[src/rtl/qc_pkg.sv]
// Shared definitions for the instruction dispatcher: opcodes, instruction
// field positions and FSM state encoding.
package qc_pkg;

    localparam int INSTR_W     = 56;
    localparam int OPC_MSB     = 55;
    localparam int OPC_LSB     = 52;
    localparam int FPGA_MSB    = 51;
    localparam int FPGA_LSB    = 46;
    localparam int QUBIT_MSB   = 45;
    localparam int QUBIT_LSB   = 40;
    localparam int PAYLOAD_MSB = 39;
    localparam int PAYLOAD_LSB = 0;

    localparam int IDX_W     = 6;
    localparam int PAYLOAD_W = 40;
    localparam int TIMER_W   = 16;

    typedef enum logic [3:0] {
        OP_NOP  = 4'h0,
        OP_GATE = 4'h1,
        OP_WAIT = 4'h2
    } opcode_e;

    typedef enum logic [1:0] {
        ST_IDLE  = 2'd0,
        ST_ISSUE = 2'd1,
        ST_WAIT  = 2'd2
    } state_e;

endpackage

[src/rtl/instr_decode.sv]
// Combinational split of a queue word into its fields, opcode classification
// and target range check against the configured FPGA/qubit counts.
import qc_pkg::*;

module instr_decode #(
    parameter int NUM_FPGA           = 50,
    parameter int NUM_QUBIT_PER_FPGA = 64
) (
    input  logic [INSTR_W-1:0]   instruction,
    output logic                 is_gate,
    output logic                 is_wait,
    output logic                 bad_op,
    output logic                 bad_range,
    output logic [IDX_W-1:0]     fpga,
    output logic [IDX_W-1:0]     qubit,
    output logic [PAYLOAD_W-1:0] payload
);

    logic [3:0] opcode;

    assign opcode  = instruction[OPC_MSB:OPC_LSB];
    assign fpga    = instruction[FPGA_MSB:FPGA_LSB];
    assign qubit   = instruction[QUBIT_MSB:QUBIT_LSB];
    assign payload = instruction[PAYLOAD_MSB:PAYLOAD_LSB];

    assign is_gate = (opcode == OP_GATE);
    assign is_wait = (opcode == OP_WAIT);
    assign bad_op  = !((opcode == OP_NOP) || is_gate || is_wait);

    // Widened by one bit so a count of 64 is representable.
    assign bad_range = ({1'b0, fpga}  >= 7'(NUM_FPGA)) ||
                       ({1'b0, qubit} >= 7'(NUM_QUBIT_PER_FPGA));

endmodule

[src/rtl/instr_dispatch.sv]
// Pops instructions from a FWFT queue and issues GATEs / runs WAIT timers.
// Optional DISPATCH_STATS_EN adds saturating issued/error counters.
import qc_pkg::*;

module instr_dispatch #(
    parameter int NUM_FPGA           = 50,
    parameter int NUM_QUBIT_PER_FPGA = 64
) (
    input  logic                 clk,
    input  logic                 rst_n,
    input  logic [INSTR_W-1:0]   instruction,
    input  logic                 queue_empty,
    output logic                 pop,
    output logic                 out_valid,
    input  logic                 out_ready,
    output logic [IDX_W-1:0]     out_fpga,
    output logic [IDX_W-1:0]     out_qubit,
    output logic [PAYLOAD_W-1:0] out_payload,
    output logic                 busy,
    output logic                 err_bad_fpga,
    output logic                 err_bad_op
`ifdef DISPATCH_STATS_EN
    ,
    output logic [31:0]          issued_cnt,
    output logic [15:0]          err_cnt
`endif
);

    logic                 dec_is_gate;
    logic                 dec_is_wait;
    logic                 dec_bad_op;
    logic                 dec_bad_range;
    logic [IDX_W-1:0]     dec_fpga;
    logic [IDX_W-1:0]     dec_qubit;
    logic [PAYLOAD_W-1:0] dec_payload;

    instr_decode #(
        .NUM_FPGA           (NUM_FPGA),
        .NUM_QUBIT_PER_FPGA (NUM_QUBIT_PER_FPGA)
    ) u_decode (
        .instruction (instruction),
        .is_gate     (dec_is_gate),
        .is_wait     (dec_is_wait),
        .bad_op      (dec_bad_op),
        .bad_range   (dec_bad_range),
        .fpga        (dec_fpga),
        .qubit       (dec_qubit),
        .payload     (dec_payload)
    );

    state_e               state_q;
    logic [TIMER_W-1:0]   timer_q;
    logic                 run_q;
    logic                 out_valid_q;
    logic [IDX_W-1:0]     out_fpga_q;
    logic [IDX_W-1:0]     out_qubit_q;
    logic [PAYLOAD_W-1:0] out_payload_q;
    logic                 busy_q;
    logic                 err_bad_fpga_q;
    logic                 err_bad_op_q;

    // run_q is cleared by reset so the combinational pop stays low while
    // rst_n is asserted, without feeding the async reset into datapath logic.
    assign pop = run_q && (state_q == ST_IDLE) && !queue_empty;

    always_ff @(posedge clk or negedge rst_n) begin
        if (!rst_n) begin
            state_q        <= ST_IDLE;
            timer_q        <= '0;
            run_q          <= 1'b0;
            out_valid_q    <= 1'b0;
            out_fpga_q     <= '0;
            out_qubit_q    <= '0;
            out_payload_q  <= '0;
            busy_q         <= 1'b0;
            err_bad_fpga_q <= 1'b0;
            err_bad_op_q   <= 1'b0;
        end else begin
            run_q          <= 1'b1;
            err_bad_fpga_q <= 1'b0;
            err_bad_op_q   <= 1'b0;
            case (state_q)
                ST_IDLE: begin
                    if (pop) begin
                        if (dec_bad_op) begin
                            err_bad_op_q <= 1'b1;
                        end else if (dec_is_gate) begin
                            if (dec_bad_range) begin
                                err_bad_fpga_q <= 1'b1;
                            end else begin
                                state_q       <= ST_ISSUE;
                                busy_q        <= 1'b1;
                                out_valid_q   <= 1'b1;
                                out_fpga_q    <= dec_fpga;
                                out_qubit_q   <= dec_qubit;
                                out_payload_q <= dec_payload;
                            end
                        end else if (dec_is_wait) begin
                            state_q <= ST_WAIT;
                            busy_q  <= 1'b1;
                            timer_q <= dec_payload[TIMER_W-1:0];
                        end
                    end
                end
                ST_ISSUE: begin
                    if (out_ready) begin
                        state_q     <= ST_IDLE;
                        busy_q      <= 1'b0;
                        out_valid_q <= 1'b0;
                    end
                end
                ST_WAIT: begin
                    if (timer_q == '0) begin
                        state_q <= ST_IDLE;
                        busy_q  <= 1'b0;
                    end else begin
                        timer_q <= timer_q - 1'b1;
                    end
                end
                default: begin
                    state_q     <= ST_IDLE;
                    busy_q      <= 1'b0;
                    out_valid_q <= 1'b0;
                end
            endcase
        end
    end

    assign out_valid    = out_valid_q;
    assign out_fpga     = out_fpga_q;
    assign out_qubit    = out_qubit_q;
    assign out_payload  = out_payload_q;
    assign busy         = busy_q;
    assign err_bad_fpga = err_bad_fpga_q;
    assign err_bad_op   = err_bad_op_q;

`ifdef DISPATCH_STATS_EN
    logic [31:0] issued_cnt_q, issued_cnt_d;
    logic [15:0] err_cnt_q, err_cnt_d;

    always_comb begin
        issued_cnt_d = issued_cnt_q;
        err_cnt_d    = err_cnt_q;
        if (out_valid_q && out_ready && (issued_cnt_q != '1)) begin
            issued_cnt_d = issued_cnt_q + 32'd1;
        end
        if ((err_bad_fpga_q || err_bad_op_q) && (err_cnt_q != '1)) begin
            err_cnt_d = err_cnt_q + 16'd1;
        end
    end

    always_ff @(posedge clk or negedge rst_n) begin
        if (!rst_n) begin
            issued_cnt_q <= '0;
            err_cnt_q    <= '0;
        end else begin
            issued_cnt_q <= issued_cnt_d;
            err_cnt_q    <= err_cnt_d;
        end
    end

    assign issued_cnt = issued_cnt_q;
    assign err_cnt    = err_cnt_q;
`endif

endmodule

[config.mk]
export PLATFORM = sky130hd
export DESIGN_NAME = instr_dispatch
export DESIGN_NICKNAME = d
export VERILOG_FILES = /design/src/rtl/qc_pkg.sv /design/src/rtl/instr_decode.sv /design/src/rtl/instr_dispatch.sv
export SDC_FILE = /design/constraint.sdc
export NUM_CORES = 1
export LEC_CHECK = 0
export CAP_MARGIN = 15
export CELL_PAD_IN_SITES_DETAIL_PLACEMENT = 1
export CELL_PAD_IN_SITES_GLOBAL_PLACEMENT = 2
export CORE_UTILIZATION = 30
export CTS_CLUSTER_DIAMETER = 30
export DETAILED_ROUTE_END_ITERATION = 10
export GPL_ROUTABILITY_DRIVEN = 0
export GPL_TIMING_DRIVEN = 0
export PLACE_DENSITY_LB_ADDON = 0.1
export SLEW_MARGIN = 20
export SYNTH_ARGS = -nofsm -noshare
export SYNTH_HDL_FRONTEND = slang
export SYNTH_SLANG_ARGS = --single-unit
[constraint.sdc]
create_clock -name clk -period 3.9 [get_ports clk]
set_input_delay 0.78 -clock clk [delete_from_list [all_inputs] [get_ports clk]]
set_output_delay 0.78 -clock clk [all_outputs]
set_load 0.01 [all_outputs]
# Word level (Yosys, flattened, before mapping)
# Index checks and enable logic that the tools add are counted.
word_totals:
  inputBits: 60
  reg_bits: 75
  out_inout_bits: 57
  word_cells: 76
classes:
  n_eq_ne: 15
  n_bitwise: 2
  n_mux: 34
  addsub: 1
  n_reduce_logical: 13
  magnitude_cmp: 1
op_table:
  columns: ["operator", "count"]
  rows:
  - ["two-way mux 16 bit", 5]
  - ["one-hot mux 16 bit (2 select lines)", 1]
  - ["two-way mux 1 bit", 18]
  - ["AND reduction 6 bit", 3]
  - ["logical NOT 16 bit", 1]
  - ["subtractor 16 x 1 -> 16 bit, second input constant", 1]
  - ["two-way mux 2 bit", 7]
  - ["!= test 2 bit, second input constant", 6]
  - [">= comparator 6 bit, second input constant", 1]
  - ["!= test 2 x 1 -> 1 bit, second input constant", 3]
  - ["one-hot mux 1 bit (3 select lines)", 2]
  - ["one-hot mux 2 bit (3 select lines)", 1]
  - ["AND reduction 5 bit", 1]
  - ["== test 4 x 1 -> 1 bit, second input constant", 1]
  - ["== test 4 x 2 -> 1 bit, second input constant", 1]
  - ["logical NOT 4 bit", 1]
  - ["!= test 3 x 1 -> 1 bit, second input constant", 1]
  - ["!= test 3 bit, second input constant", 1]
  - ["== test 2 x 1 -> 1 bit, second input constant", 1]
  - ["== test 2 bit, second input constant", 1]
  - ["logical AND 1 bit", 2]
  - ["logical NOT 2 bit", 1]
  - ["logical OR 1 bit", 2]
  - ["NOT 1 bit", 2]
  - ["2 further kinds", 2]

# Longest topological paths before layout
depth:
  ltp_word: 6
  ltp_mapped: 8

# Modules after synthesis
# A second synthesis with hierarchy kept.
hier_totals:
  hier_cells: 328
  area_unflattened_um2: 3849.9
modules_own_cells:
  columns: ["module", "instances", "cells_each", "area_each_um2", "seq_area_each_um2"]
  rows:
  - ["instr_dispatch", 1, 272, 3422.0, 1876.8]
  - ["instr_decode", 1, 56, 427.9, 0.0]

# Worst setup path before layout
# Ideal clock, no wire load.
synth_timing:
  path_type: "in2reg"
  startpoint: "in instruction[48]"
  endpoint: "reg out_fpga_q[5] (netlist: out_fpga[5])"
  stages: 5
  arrival_time_ps: 2190
  setup_ps: 125
  path_slack_ps: 1585
  path_cell_list: "o311ai_0 nor3b_1 nand2_1 clkbuf_1 mux2_2"
synth_between:
  elab_chain_cells: 3
synth_rtl:
  columns: ["item", "line", "rtl"]
  rows:
  - ["start: declaration", "instr_dispatch.sv:11", "input logic [INSTR_W-1:0] instruction,"]
  - [">= comparator 6 bit", "instr_decode.sv:31", "assign bad_range = ({1'b0, fpga} >= 7'(NUM_FPGA)) ||"]
  - ["NOT 1 bit (no line)", null, null]
  - ["AND reduction 5 bit (no line)", null, null]
  - ["end signal: assignment", "instr_dispatch.sv:94", "out_fpga_q <= dec_fpga;"]
  - ["end: declaration", "instr_dispatch.sv:55", "logic [IDX_W-1:0] out_fpga_q;"]
# No other way between the ends.
# A chain may end at the register's enable or synchronous reset.

# Worst setup path in the final report
layout_timing:
  startpoint: "in instruction[49]"
  endpoint: "reg out_payload_q[12] (netlist: out_payload[12])"
layout_between:
  elab_chain_cells: 3
layout_rtl:
  columns: ["item", "line", "rtl"]
  rows:
  - [">= comparator 6 bit", "instr_decode.sv:31", null]
  - ["NOT 1 bit (no line)", null, null]
  - ["AND reduction 5 bit (no line)", null, null]
  - ["end signal: assignment", "instr_dispatch.sv:96", "out_payload_q <= dec_payload;"]
  - ["end: declaration", "instr_dispatch.sv:57", "logic [PAYLOAD_W-1:0] out_payload_q;"]
# No other way between the ends.

==> reports/summary.txt <==
asr flop ratio synth: 100.0%
register area share after synthesis: 56.95%
Syn Nets: 331
Total Power: 2563 uW
LEAKAGE: 0.002050 uW
Avg WL per Cell: 16.64 um
RR Endpoint: out_payload[12]
Starting Density: 31.36%
first-pass GRT wire length: 15,100 um
vias in the first global route: 2,994
# DRC: 0
Chip Width: 106.8 um
endpoints failing hold: 0
ys flop type: dfrtp_1
Final Core Density: 46.09%
root buffer cell: clkbuf_8
Largest stage delay, worst path: 650 ps
drt total wl: 8952 um
relative slew slack: 51.88%
worst path cell trace: clkdlybuf4s50_1 > o311ai_0 > nor3b_1 > nand2_1 > clkbuf_1 > mux2_2
critical path type: input pin to register
worst hold-check path type: input pin to asynchronous set/reset pin
reg-to-reg startpoint: state_q[0]
yosys warns: 0
Post-synth EDFFs: 0
fmax: 0.3235 GHz
Post-CTS Resized: 0
commonest cells after routing, fill and taps aside: clkdlybuf4s50_1, dfrtp_1, mux2_2, a21oi_1
sequential cell area: 0.001877 sq mm
critical path required time: 4130 ps
CTS tree: done
Max VDD drop: 0.2058 mV
fin nets: 459
crit start category: input pin
Layout Area Growth over Synthesis: 46.96%
PwrDens: 529.1 mW/mm^2
largest cells by area after synthesis: dfrtp_1, mux2_2, a21oi_1
most common cell after layout, fill and taps aside: clkdlybuf4s50_1
die area: 0.01141 sq mm
total number of vias: 2,677
Final ANT Viol Nets: 0
Max Cap Viol: 0
Mapped Cells: 269
Critical Path End Type: register
GRT Residual Overflow: 0
number of H-tree levels: 3
Sum Neg Setup Slack: 0 ps
Worst Reg-to-Reg Cells: 6
IO Pins: 117
TritonCTS Buffers: 9
FF+latch count, synth: 75
largest net degree at the start of global routing: 45
GRT Overall Usage: 17.04%
Netlist cell types: 42
worst slack, placed: 435.2 ps
worst setup margin: 808.9 ps
Fillers: 1,149
Buffers on Ports: 116
Post-Syn Area: 0.003296 sq mm
row cnt: 37
Post-CTS Hold Fix Bufs: 0
mean post-synth cell area: 12.25 sq um
clock skew: 18.07 ps
worst slew pin tran: 712.8 ps
DP HPWL: 6452 um
reg2reg setup slack: 1560 ps
Synth area leader: dfrtp_1
Tmin final: 3091 ps
clock slew seen by the registers of the worst setup and hold paths: 90 ps
Die Ht: 106.8 um
vias per cell: 4.976
CP Max Fanout: 10
clk_lat worst skew: 360 ps
clock buffer depth: 2
Final period util: 79.26%
clk sink count: 75
Yosys top cell area share: 56.95%
DRT iter0 DRCs: 47
diode count: 0
Final Max Slew Viols: 0
initial antenna violation count: 0
critical path startpoint: instruction[49]
Multi-input gate area: 0.001338 sq mm
Critical Path AT: 3330 ps
Core Footprint: 0.01051 sq mm
status: finished, final reports clean
endpoints failing setup: 0
RSZ-0062 raised after global routing: false
Critical Path Slowest Stage Cell: o311ai_0
post-CTS setup buffer count: 0
layout cells sized above 1: 19.90%
DRT Pass-1 Iters: 4
[layout make-up]
type                            instances  share of cell area, %
Tap cell                              136                  3.513
Clock inverter                          6                  1.472
Inverter                                5                 0.4392
Clock buffer                           10                  2.635
Multi-Input combinational cell        176                  27.62
Buffer                                 13                  1.240
Sequential cell                        75                  38.75
Timing Repair Buffer                  117                  24.33
[synthesized netlist by cell type (2+ instances only)]
cell type and number:
o21ai_0 19, clkbuf_1 11, a31oi_1 3, inv_1 4
nor2_1 11, nand2b_1 2, o22ai_1 5, nor2b_1 3
ha_1 2, nor3_1 6, nor3b_1 3, mux2_2 52
and3_1 2, nand2_1 19, a2bb2oi_2 3, dfrtp_1 75
a21oi_1 24
[sequential cells by signal (all words and copies together) (netlist names)]
signal and count:
out_qubit 6, run_q 1, state_q 2, out_fpga 6
busy 1, err_bad_op 1, timer_q 16, out_valid 1
err_bad_fpga 1, out_payload 40
[critical path, delay by kind of cell]
kind                   cells  cell delay [ps]
AND/OR/NAND/NOR            2              730
multiplexers               1              360
buffers and inverters      2              790
AO/OA/AOI/OAI              1              650
[cells by family after synthesis]
family / Yosys count / synth area share (%)
compound gates: 63 / 12.11
other cells: 1 / 0.1138
flops: 75 / 56.95
fa+ha+maj: 2 / 0.7592
buf+inv: 18 / 2.468
simple gates: 58 / 9.833
mux: 52 / 17.77
[worst max path at each step]
stage	endpoint	slack [ps]	depth (start not counted)
detailed placement	out_payload[16]	440	6
finish	out_payload[12]	810	6
floorplan	out_fpga[5]	1590	5
global route	out_payload[11]	610	6
CTS	out_payload[12]	810	6
global placement	out_payload[28]	-880	1
[routing by layer]
layer / wire length (um) / up-vias / global-route usage (%)
met5: 0 / - / 0
met4: 159 / 0 / 6.751
met3: 832 / 12 / 7.173
met2: 4098 / 88 / 25.85
met1: 3861 / 1353 / 21.40
li1: - / 1224 / -
[report_power, final]
part           switching, uW  internal [uW]  leakage, uW  total (uW)
registers                155            960     0.000945        1110
clock network            327            303    0.0000939         630
logic                    369            448      0.00101         818
[per-stage QoR]
| stage | hold slack, ps | std cells | cell area, sq um |
|---|---|---|---|
| after global routing | 461.7 | 538 | 4843 |
| final | 419.7 | 538 | 4843 |
| after detailed placement | 493.3 | 522 | 4644 |
| after floorplan | 484.1 | 269 | 3296 |
| after CTS | 435.7 | 538 | 4843 |
| after global placement | 486.4 | 521 | 4627 |
No activity file was read; power rests on OpenSTA's default activity.
==> RTL change 1 (config.mk and constraints unchanged) <==
The option `DISPATCH_STATS_EN` is turned on by a define.
--- a/src/rtl/instr_dispatch.sv
+++ b/src/rtl/instr_dispatch.sv
@@ -1,5 +1,7 @@
 // Pops instructions from a FWFT queue and issues GATEs / runs WAIT timers.
 // Optional DISPATCH_STATS_EN adds saturating issued/error counters.
+`define DISPATCH_STATS_EN
+
 import qc_pkg::*;
 
 module instr_dispatch #(
Check against the original RTL (old outputs only; new: err_cnt and issued_cnt): equivalent (Yosys induction, for registers that start in step).
==> RTL change 1 against the unedited design <==
- the flow now finishes with violations (design-rule violations)
- clock power rose to 2.5 times the old value
- worst setup slack gained 0.066 ns
- design area grew 69%
- global-route usage up 0.086 points
- via count rose by 70%
- routed wire length is 74% higher
- critical path depth down 3
- area after synthesis grew 71%
- sequential cell count grew 48
- total power up 68%
- first-iteration DRC count rose to 4.2 times the old value
- fmax up 2.2%
==> RTL change 1: results (changes against the unedited design) <==
status: "finished, violations left"  # was complete, no violations
failed_checks: "design-rule violations"
fin_cells: 904  # was 538
netlist_top_cells_area: "dfrtp_1 (55%), mux2_1 (9.8%), xnor2_1 (4.2%)"  # was dfrtp_1 (57%), mux2_2 (18%), a21oi_1 (3.6%)
antenna_found_initial: 1  # was 0
drt-initial-drc-count: 196  # was 47
fill_cells: 1953  # was 1149
synth.distinct_cells: 62  # was 42
ys.warnings.count: 0  # unchanged
synth_xor_area_frac: 0.0591  # was 0
nNetsFinal: 727  # was 459
synthesis.nets: 543  # was 331
synthMuxAreaShare: 0.114  # was 0.178
firstDrtPassIters: 9  # was 4
grt_pass1_vias: 4812  # was 2994
cts_max_level: 4  # was 3
grt_pass1_wl_mm: 26.0  # was 15.1 mm
synthTopCellsByCount: "dfrtp_1 (123), mux2_1 (49), nor2_1 (36), nand2_1 (32), xnor2_1 (27)"  # was dfrtp_1 (75), mux2_2 (52), a21oi_1 (24), nand2_1 (19), o21ai_0 (19)
clock_skew_ns: 0.00670  # was 0.0181 ns
r2r_start: "timer_q[0]$_DFFE_PN0P_"  # was state_q[0]$_DFFE_PN0P_
startpoint: "queue_empty"  # was instruction[49]
synth-compound-area-share: 0.0813  # was 0.121
post_drt_via_cell_ratio: 5.03  # was 4.98
synthAdderAreaFrac: 0.00888  # was 0.00759
grt_max_degree: 90  # was 45
hpwl_mm: 11.3  # was 6.45 mm
cts_inserted_buffers: 17  # was 9
ys_seq_area_frac: 0.546  # was 0.569
synth-async-reset-ratio: 1.00  # unchanged
worstPathArrival_ns: 2.25  # was 3.33 ns
numPortBuffers: 164  # was 116
routedWlPerCell_microns: 17.3  # was 16.6 microns
swShare: 0.285  # was 0.332
hp-class: "in -> async"  # unchanged
drc: 32  # was 0
worstSkewPairLatency_ns: 0.41  # was 0.36 ns
cts_root_buf: "clkbuf_16"  # was clkbuf_8
p_leak_nw: 3.48  # was 2.05 nW
grt_usage: 0.171  # was 0.170
cp_max_fo: 5  # was 10
clkTransAtPathRegs_ns: 0.05  # was 0.09 ns
largest_reg_flops: 40  # unchanged
drive_gt1_frac: 0.102  # was 0.199
maxSlewHeadroom: 0.537  # was 0.519
ir_drop_uv: 296  # was 206 uV
synth_cells: 479  # was 269
hold_buffers: 0  # unchanged
place_inst: 873  # was 522
RTL change 1: final cells by class:
| class | count | share of cell area |
|---|---|---|
| antenna | 1 | 0.000306 |
| multi-input combinational | 335 | 0.299 |
| timing repair buffer | 165 | 0.204 |
| clock inverter | 9 | 0.0147 |
| tap | 229 | 0.0350 |
| sequential | 123 | 0.376 |
| inverter | 6 | 0.00275 |
| clock buffer | 21 | 0.0574 |
| buffer | 15 | 0.0107 |
RTL change 1: worst max-delay path: stages:
cell and delay [ns]:
clkdlybuf4s50_1 0.44, nor4b_4 0.38, clkdlybuf4s50_1 0.65
RTL change 1: power by group through the flow:
| stage | registers [W] | clock network (W) | logic, W |
|---|---|---|---|
| 5_1_grt | 0.00177 | 0.00171 | 0.00107 |
| 3_5_place_dp | 0.00175 | 0 | 0.000982 |
| 4_1_cts | 0.00173 | 0.00165 | 0.000987 |
| 3_3_place_gp | 0.00174 | 0 | 0.000954 |
| 6_report | 0.00173 | 0.00160 | 0.000967 |
| 2_1_floorplan | 0.00177 | 0 | 0.000392 |
RTL change 1: cell families after synthesis:
| group | Yosys count |
|---|---|
| simple gates | 165 |
| mux | 57 |
| xor+xnor | 38 |
| compound gates | 70 |
| flops | 123 |
| fa+ha+maj | 4 |
| buf+inv | 21 |
| other cells | 1 |
RTL change 1: metrics by stage:
stage                     instance area (sq um)  setup slack (ns)
final                                      8190             0.875
after global routing                       8190             0.785
after CTS                                  8190             0.857
after floorplan                            5640              1.78
after global placement                     7560             -3.16
after detailed placement                   7600             0.687
RTL change 1: routing by layer:
layer / share of wire / vias up / GRT usage
li1: - / 2122 / -
met1: 0.47 / 2257 / 0.229
met2: 0.44 / 152 / 0.260
met3: 0.081 / 15 / 0.0577
met4: 0.011 / 0 / 0.0561
met5: 0 / - / 0
RTL change 1: worst paths after layout:
path | cells after the start | slack [ns] | end
hold reg to reg | 1 | 0.49 | out_payload[9]$_DFFE_PN0P_
setup / recovery | 3 | 0.87 | pop
max in group asynchronous | 2 | 2.89 | run_q$_DFF_PN0_
hold / removal | 1 | 0.23 | out_payload[18]$_DFFE_PN0P_
min in group clk | 1 | 0.49 | out_payload[9]$_DFFE_PN0P_
setup reg to reg | 7 | 1.67 | timer_q[14]$_DFFE_PN0P_
==> RTL change 2 (same flow settings) <==
Without the edit above. Put one more register stage on the output `err_bad_fpga`, without a reset. The value now appears one clock later. The other outputs are not delayed to match.
--- a/src/rtl/instr_dispatch.sv
+++ b/src/rtl/instr_dispatch.sv
@@ -131,7 +131,9 @@
     assign out_qubit    = out_qubit_q;
     assign out_payload  = out_payload_q;
     assign busy         = busy_q;
-    assign err_bad_fpga = err_bad_fpga_q;
+    always_ff @(posedge clk) begin
+        err_bad_fpga <= err_bad_fpga_q;
+    end
     assign err_bad_op   = err_bad_op_q;
 
 `ifdef DISPATCH_STATS_EN
Function: changed (a bounded check fails within 4 cycles, from zero or initial values and one cycle with rst_n low).
==> RTL change 2 against the unedited design <==
- area after synthesis rose by 0.61%
- synthesized cell count rose by 0.37%
- sequential share of layout area rose by 0.24 points
- clock skew fell by 0.0080 ns
- worst setup slack improved by 0.077 ns
- routed wire length fell by 2.5%
- sequential cell count rose by 1
- design area rose by 0.44%
- total power fell by 1.8%
==> RTL change 2: results (changes against the unedited design) <==
cts_setup_buffers: 0  # unchanged
synthesis.nets: 332  # was 331
worstPathArrival_ns: 2.23  # was 3.33 ns
p_leak_nw: 2.06  # was 2.05 nW
clock_skew_ns: 0.0100  # was 0.0181 ns
grt_pass1_wl_mm: 14.5  # was 15.1 mm
place_inst: 527  # was 522
clockBufferDepth: 2  # unchanged
synthAdderAreaFrac: 0.00755  # was 0.00759
place_ws_ns: 0.552  # was 0.435 ns
synthMuxAreaShare: 0.177  # was 0.178
cp_max_fo: 3  # was 10
grt_usage: 0.165  # was 0.170
worst_pin_slew_ns: 0.711  # was 0.713 ns
synth-compound-area-share: 0.120  # was 0.121
status: "complete, no violations"  # unchanged
synth_cells: 270  # was 269
hpwl_mm: 6.26  # was 6.45 mm
grt_max_degree: 54  # was 45
synth.distinct_cells: 43  # was 42
netlist_top_cells_area: "dfrtp_1 (57%), mux2_2 (18%), a21oi_1 (3.6%)"  # unchanged
wl_mm: 8.73  # was 8.95 mm
diodes: 0  # unchanged
grt_pass1_vias: 2919  # was 2994
fin_cells: 543  # was 538
firstDrtPassIters: 6  # was 4
post_drt_via_cell_ratio: 4.84  # was 4.98
ir_drop_uv: 221  # was 206 uV
nNetsFinal: 460  # was 459
cts_inserted_buffers: 9  # unchanged
synth-async-reset-ratio: 0.987  # was 1.00
drive_gt1_frac: 0.201  # was 0.199
fill_cells: 1180  # was 1149
ys_seq_area_frac: 0.572  # was 0.569
drt-initial-drc-count: 81  # was 47
antenna_found_initial: 0  # unchanged
## RTL change 2: changes by cell type in the layout (fill, tap and decap cells not counted), sizes merged
cell / unedited run / this run
inv: 8 / 5
clkinvlp: 2 / 3
dfxtp: 0 / 1
bufinv: 1 / 0
clkinv: 0 / 2
clkbuf: 21 / 22
## RTL change 2: power breakdown
group | switching [W] | internal (W) | total, W | leakage (nW)
Clock | 0.000309 | 0.000266 | 0.000574 | 0.0876
Combinational | 0.000367 | 0.000449 | 0.000816 | 1.01
Sequential | 0.000156 | 0.000970 | 0.00113 | 0.953
Total | 0.000832 | 0.00168 | 0.00252 | 2.06
## RTL change 2: area by class of cell
type,instances,area share
plain buffers,13,0.0123
inverters,5,0.00437
flip-flops and latches,76,0.390
repair buffers,117,0.244
clock buffers,11,0.0311
multi-input cells,176,0.275
clock inverters,5,0.00746
well taps,140,0.0360
## RTL change 2: critical path: stages
cell             delay, ns
clkdlybuf4s50_1       0.41
nor3b_1               0.31
nand2b_1              0.14
inv_1                 0.07
clkdlybuf4s50_1       0.53
## RTL change 2: final timing paths
check / startpoint / endpoint / slack, ns / cells after the start
setup / recovery: queue_empty / pop / 0.89 / 5
hold reg to reg: err_bad_fpga_q$_DFF_PN0_ / err_bad_fpga$_DFF_P_ / 0.35 / 0
hold / removal: rst_n / timer_q[10]$_DFFE_PN0P_ / 0.33 / 1
max in group asynchronous: rst_n / out_qubit[2]$_DFFE_PN0P_ / 3.01 / 2
min in group clk: err_bad_fpga_q$_DFF_PN0_ / err_bad_fpga$_DFF_P_ / 0.35 / 0
setup reg to reg: state_q[0]$_DFFE_PN0P_ / out_payload[11]$_DFFE_PN0P_ / 1.50 / 6
## RTL change 2: stage by stage
step	TNS, ns	total power [W]	instance area [sq um]	util	hold slack, ns
4_1_cts	0	0.00256	4860	0.451	0.320
6_report	0	0.00252	4860	0.451	0.327
2_1_floorplan	0	0.00154	3320	-	0.324
3_3_place_gp	-64.64	0.00194	4650	0.431	0.335
3_5_place_dp	0	0.00196	4680	0.433	0.334
5_1_grt	0	0.00269	4860	0.451	0.333
## RTL change 2: logic make-up after synthesis
kind of cell / Yosys count
muxes: 52
AOI/OAI and AO/OA: 63
DFF: 76
other: 1
and+or+nand+nor: 58
buffers and inverters: 18
adders and majority gates: 2
## RTL change 2: routing by layer
metal | up-vias | GRT usage | part of all wire
met5 | - | 0 | 0
met2 | 80 | 0.256 | 0.46
met1 | 1306 | 0.199 | 0.43
met4 | 0 | 0.0558 | 0.012
li1 | 1233 | - | -
met3 | 9 | 0.0809 | 0.096
